File: config.mk
export PLATFORM = sky130hd
export DESIGN_NAME = control_word_encoder
export DESIGN_NICKNAME = d
export VERILOG_FILES = /design/src/rtl/control_word_encoder_pkg.sv /design/src/rtl/control_word_encoder_pack.sv /design/src/rtl/control_word_encoder.sv
export SDC_FILE = /design/constraint.sdc
export NUM_CORES = 1
export LEC_CHECK = 0
export CAP_MARGIN = 20
export CORE_MARGIN = 2
export CORE_UTILIZATION = 35
export CTS_BUF_LIST = sky130_fd_sc_hd__clkbuf_8
export CTS_CLUSTER_SIZE = 28
export DETAILED_ROUTE_END_ITERATION = 8
export HOLD_SLACK_MARGIN = 0.08
export PLACE_DENSITY = 0.7
export SYNTH_ARGS = -nofsm -noshare
export SYNTH_HDL_FRONTEND = slang
export SYNTH_HIERARCHICAL = 1
export SYNTH_SLANG_ARGS = --single-unit
File: constraint.sdc
create_clock -name clk -period 3.86 [get_ports clk]
set_input_delay 0.579 -clock clk [delete_from_list [all_inputs] [get_ports clk]]
set_output_delay 0.579 -clock clk [all_outputs]
set_load 0.05 [all_outputs]
File: src/rtl/control_word_encoder_pkg.sv
// Shared definitions for the control-word encoder: op codes, field bit positions, FSM states.
// The selector imports the same package so the encoder and the decoder use one field layout.
package control_word_encoder_pkg;

   localparam logic [2:0] OP_DEV_EQ_ALU     = 3'd0;
   localparam logic [2:0] OP_DEV_EQ_CONST8  = 3'd1;
   localparam logic [2:0] OP_IMM16_2        = 3'd2;
   localparam logic [2:0] OP_IMM16_4        = 3'd4;
   localparam logic [2:0] OP_IMM16_5        = 3'd5;
   localparam logic [2:0] OP_RAM_ABS_EQ_DEV = 3'd6;

   localparam int OP_LSB       = 21;
   localparam int TARG_LSB     = 16;
   localparam int LBUS_LSB     = 9;
   localparam int RBUS_LSB     = 5;
   localparam int ALUOP_LSB    = 0;
   localparam int IMM_LSB      = 0;
   localparam int RAM_LBUS_LSB = 16;

   localparam logic [1:0] ST_IDLE = 2'd0;
   localparam logic [1:0] ST_HI   = 2'd1;
   localparam logic [1:0] ST_MID  = 2'd2;
   localparam logic [1:0] ST_LO   = 2'd3;

   typedef struct packed {
      logic [2:0]  op;
      logic [4:0]  targ;
      logic [3:0]  lbus;
      logic [3:0]  rbus;
      logic [4:0]  aluop;
      logic [15:0] imm;
   } fields_t;

endpackage

File: src/rtl/control_word_encoder_pack.sv
// control_word_pack: combinational packing of decoded control fields into a 24-bit ROM word.
// Ops 3 and 7 have no encoding and raise illegal with an all-zero word.
module control_word_pack
   import control_word_encoder_pkg::*;
(
   input  fields_t     fields,
   output logic [23:0] word,
   output logic        illegal
);

   always_comb begin
      word    = '0;
      illegal = 1'b0;
      word[OP_LSB +: 3] = fields.op;
      case (fields.op)
         OP_DEV_EQ_ALU: begin
            word[TARG_LSB  +: 5] = fields.targ;
            word[LBUS_LSB  +: 4] = fields.lbus;
            word[RBUS_LSB  +: 4] = fields.rbus;
            word[ALUOP_LSB +: 5] = fields.aluop;
         end
         OP_DEV_EQ_CONST8: begin
            word[TARG_LSB +: 5] = fields.targ;
            word[IMM_LSB  +: 8] = fields.imm[7:0];
         end
         OP_IMM16_2, OP_IMM16_4, OP_IMM16_5: begin
            word[TARG_LSB +: 5]  = fields.targ;
            word[IMM_LSB  +: 16] = fields.imm;
         end
         OP_RAM_ABS_EQ_DEV: begin
            word[RAM_LBUS_LSB +: 4] = fields.lbus;
            word[IMM_LSB      +: 16] = fields.imm;
         end
         default: begin
            word    = '0;
            illegal = 1'b1;
         end
      endcase
   end

endmodule

File: src/rtl/control_word_encoder.sv
// control_word_encoder: packs control fields into a 24-bit word and streams it as hi/mid/lo bytes.
// Optional running XOR checksum of emitted bytes when CONTROL_WORD_ENCODER_CHECKSUM_EN is defined.
module control_word_encoder
   import control_word_encoder_pkg::*;
#(
   parameter int ADDR_W = 16,
   parameter bit LOG    = 1'b0
) (
   input  logic              clk,
   input  logic              MR,
   input  logic              in_valid,
   output logic              in_ready,
   input  logic [2:0]        op,
   input  logic [4:0]        targ,
   input  logic [3:0]        lbus,
   input  logic [3:0]        rbus,
   input  logic [4:0]        aluop,
   input  logic [15:0]       imm,
   input  logic              addr_load,
   input  logic [ADDR_W-1:0] addr_in,
   output logic [7:0]        out_data,
   output logic              out_valid,
   input  logic              out_ready,
   output logic [ADDR_W-1:0] out_addr,
   output logic              err,
   output logic [7:0]        checksum
);

   logic [1:0]  state;
   logic [23:0] word_q;
   logic [23:0] packed_word;
   logic        illegal;
   logic        accept;
   logic        xfer;
   logic        load_now;
   fields_t     fields;

   assign fields = {op, targ, lbus, rbus, aluop, imm};

   control_word_pack u_pack (
      .fields  (fields),
      .word    (packed_word),
      .illegal (illegal)
   );

   assign in_ready  = (state == ST_IDLE) && !MR;
   assign accept    = in_valid && in_ready;
   assign out_valid = (state != ST_IDLE);
   assign xfer      = out_valid && out_ready;
   assign load_now  = addr_load && (state == ST_IDLE);

   always_ff @(posedge clk or posedge MR) begin
      if (MR) begin
         state <= ST_IDLE;
         err   <= 1'b0;
      end else begin
         err <= accept && illegal;
         case (state)
            ST_IDLE: if (accept && !illegal) state <= ST_HI;
            ST_HI:   if (xfer) state <= ST_MID;
            ST_MID:  if (xfer) state <= ST_LO;
            default: if (xfer) state <= ST_IDLE;
         endcase
      end
   end

   // Word register needs no reset: out_data is forced to zero whenever the FSM is idle.
   always_ff @(posedge clk) begin
      if (accept && !illegal) word_q <= packed_word;
   end

   always_comb begin
      out_data = 8'h00;
      case (state)
         ST_HI:   out_data = word_q[23:16];
         ST_MID:  out_data = word_q[15:8];
         ST_LO:   out_data = word_q[7:0];
         default: out_data = 8'h00;
      endcase
   end

   always_ff @(posedge clk or posedge MR) begin
      if (MR)            out_addr <= '0;
      else if (load_now) out_addr <= addr_in;
      else if (xfer)     out_addr <= out_addr + ADDR_W'(1);
   end

`ifdef CONTROL_WORD_ENCODER_CHECKSUM_EN
   logic [7:0] checksum_q;

   always_ff @(posedge clk or posedge MR) begin
      if (MR)            checksum_q <= 8'h00;
      else if (load_now) checksum_q <= 8'h00;
      else if (xfer)     checksum_q <= checksum_q ^ out_data;
   end

   assign checksum = checksum_q;
`else
   assign checksum = 8'h00;
`endif

   // Transaction logging belongs to simulation wrappers; the synthesizable core emits nothing.
   if (LOG) begin : g_log
   end

endmodule

==> results_dict.tcl <==
set metrics [dict create \
    status "finished, final reports clean" \
    dr.first_iter.drc_count 87 \
    cts_setup_buffers 0 \
    syn_area_per_cell_sq_um 10.1 \
    cp-end-kind "output port" \
    setup_slack_ps 904 \
    port_buffers 84 \
    grt_max_degree 42 \
    ys_types 51 \
    drt_pre_antenna_iters 4 \
    setup_violations 0 \
    vias 2261 \
    routed_wl_microns 6170 \
    cp_slowest_stage_delay_ps 810 \
    drtAntennaViolNets 0 \
    ys_warn_count 6 \
    cp.required_ps 3280 \
    reg2reg_from "state[0]" \
    clk_path_buf_depth 2 \
    path_max_fanout 10 \
    numCtsBuffers 5 \
    nNetsFinal 405 \
    vias_per_cell 5.14 \
    ctsHoldBuffers 0 \
    grt.total_usage_pct 14.5 \
    wl_per_cell_microns 14.0 \
    synthCells 266 \
    critPathArrivalTime_ps 2380 \
    htree_levels 2 \
    die_x_microns 91.7 \
    drive_gt1_share_pct 4.11 \
    ios 93 \
    start_util_pct 36.6 \
    drv_slew 0 \
    cts_tree "done" \
    fp.coreArea_sq_um 7370 \
    worst-setup-path-type "reg -> out" \
    synthXorXnorAreaFrac_pct 2.93 \
    design_area_sq_um 3660 \
    num_rows 31 \
    grt_pass1_vias 2108 \
    p_leak_nw 1.42 \
    rsz0062_at_grt "no" \
    worst_pin_slew_ps 787 \
    peakVddDrop_v 0.000216 \
    clkTransAtPathRegs_ps 80 \
    post_cts_resized 0 \
    syn2layout_area_growth_pct 35.9 \
    syn_area_sq_um 2690 \
    synth_fa_ha_area_share_pct 3.25 \
    slowest_stage "clkdlybuf4s50_1" \
    clock_skew_ps 4.75 \
    die_y_microns 91.7 \
    cts.sinks 43 \
    power_per_cell_area_nw_per_um2 664 \
    hold_path.startpoint "state[1]" \
    final_cell_mix "clkdlybuf4s50_1 (84), edfxtp_1 (24), dfrtp_1 (19)" \
    diodes 0 \
    grt.overflow.total 0 \
    synth-compound-area-share_pct 12.7 \
    place.gp.congestion 0.812 \
    crit_path_start "state[0]" \
    drc_errors 0 \
    fin_setup_tns_ps 0 \
    grt_first_pass_wirelength_microns 9920 \
    final_common_cell "clkdlybuf4s50_1" \
    synth_top_family_by_area "simple AND/OR/NAND/NOR gates" \
    finalCritPeriodShare_pct 76.6 \
    fin_crit_ps 2960 \
    maxCapViolCount 0 \
    antenna_found_initial 0 \
    cp-start-kind "flip-flop" \
    synth-seq-area-share_pct 44.4 \
    muxShareOfSynthArea_pct 1.16 \
    post-route-util_pct 49.7 \
    synth_seq_cells 43 \
    clk_latency_ps 290 \
    placed_cell_area_sq_um 3550 \
    crit_chain "inv_1 -> ha_1 -> a222oi_1 -> nor2_1 -> clkdlybuf4s50_1" \
    synth-simple-area-share_pct 28.3 \
    max_freq_mhz 338 \
    hold_ws_ps 613 \
    die_area_sq_um 8410 \
    hpwl_microns 4640 \
    hold_viol_final 0 \
    slew_headroom_pct 47.5 \
    cts_root_buf "clkbuf_8" \
    dp_slack_ps 1110 \
    hp-class "reg -> reg" \
]
## final cells by class
| type | count | area [sq um] |
|---|---|---|
| Sequential cell | 43 | 1200 |
| Inverter | 10 | 37.5 |
| Fill cell | 695 | 3710 |
| Clock buffer | 5 | 68.8 |
| Timing Repair Buffer | 87 | 863 |
| Clock inverter | 3 | 38.8 |
| Multi-Input combinational cell | 193 | 1330 |
| Tap cell | 99 | 124 |
## per-stage QoR
stage,total power [mW],instances
2_1_floorplan,1.66,273
3_3_place_gp,2.10,432
3_5_place_dp,2.11,432
4_1_cts,2.45,440
5_1_grt,2.57,440
6_report,2.43,440
## cells by family (layout without fill, tap and decap cells)
group / after synthesis / count (layout)
AOI/OAI and AO/OA: 44 / 44
xor gates and xnor gates: 9 / 9
adders and majority gates: 7 / 7
buffers and inverters: 37 / 105
DFF: 43 / 43
muxes: 3 / 3
other: 1 / 8
and+or+nand+nor: 122 / 122
## worst max-delay path: cells and delay by family (launching register included)
kind | cells | cell delay (ps)
AOI/OAI and AO/OA | 1 | 180
buffers and inverters | 2 | 950
and+or+nand+nor | 1 | 120
adders and majority gates | 1 | 400
DFF | 1 | 430
## synth_stat cells, drive strengths merged
cell    number  area (sq um)
a211oi       1          7.51
nor2        17          63.8
a21oi        1          5.00
o211ai       1          7.51
nor2b       13          81.3
and2         5          31.3
o21ba        1          10.0
or3          1          6.26
and3b       10          87.6
nor4b        9          85.1
conb         1          3.75
o221a        1          11.3
xor2         1          8.76
nand2b       1          6.26
o21ai       13          65.1
nand3b      11          86.3
ha           7          87.6
inv         10          37.5
a221o        4          40.0
and3         5          31.3
nand4b       1          15.0
nor3         4          25.0
a222oi       8          80.1
a32oi        1          8.76
nor4         4          25.0
dfrtp       19           475
o31a         1          8.76
nand3       12          60.1
nand2       18          67.6
or2          2          12.5
buf         17           116
xnor2        8          70.1
clkbuf      10          37.5
and4         1          8.76
edfxtp      24           721
a41oi        1          8.76
o21bai       1          7.51
a211o        8          70.1
a31oi        2          12.5
mux2         1          11.3
nand4        3          18.8
mux2i        2          20.0
or4b         5          50.1
## where the power goes
group	switching [mW]	total, mW	leakage, nW	internal [mW]
clock network	0.150	0.339	0.0556	0.189
logic	0.861	1.36	0.918	0.497
registers	0.135	0.734	0.448	0.600
## layer usage
layer / track usage [%] / share of wire [%] / up-vias / wire length, microns
met4: 3.36 / 0.96 / 0 / 59
met1: 19.0 / 46 / 1040 / 2850
met3: 4.60 / 7.9 / 6 / 489
met2: 23.6 / 45 / 88 / 2780
li1: - / - / 1127 / -
met5: 0 / 0 / - / 0
## worst paths after layout
check                         endpoint  cells past startpoint  slack, ps
setup / recovery           out_data[1]                      5        900
hold reg to reg               state[1]                      1        610
hold / removal                state[1]                      1        610
min in group asynchronous     state[1]                      2        800
setup reg to reg              state[1]                      7       1490
max in group asynchronous          err                      2       2590
## state kept, by name, summed over array words and instances, names as in the netlist
name      count
err           1
out_addr     16
state         2
word_q       24
Note: power is estimated with default switching activity, not from simulation.
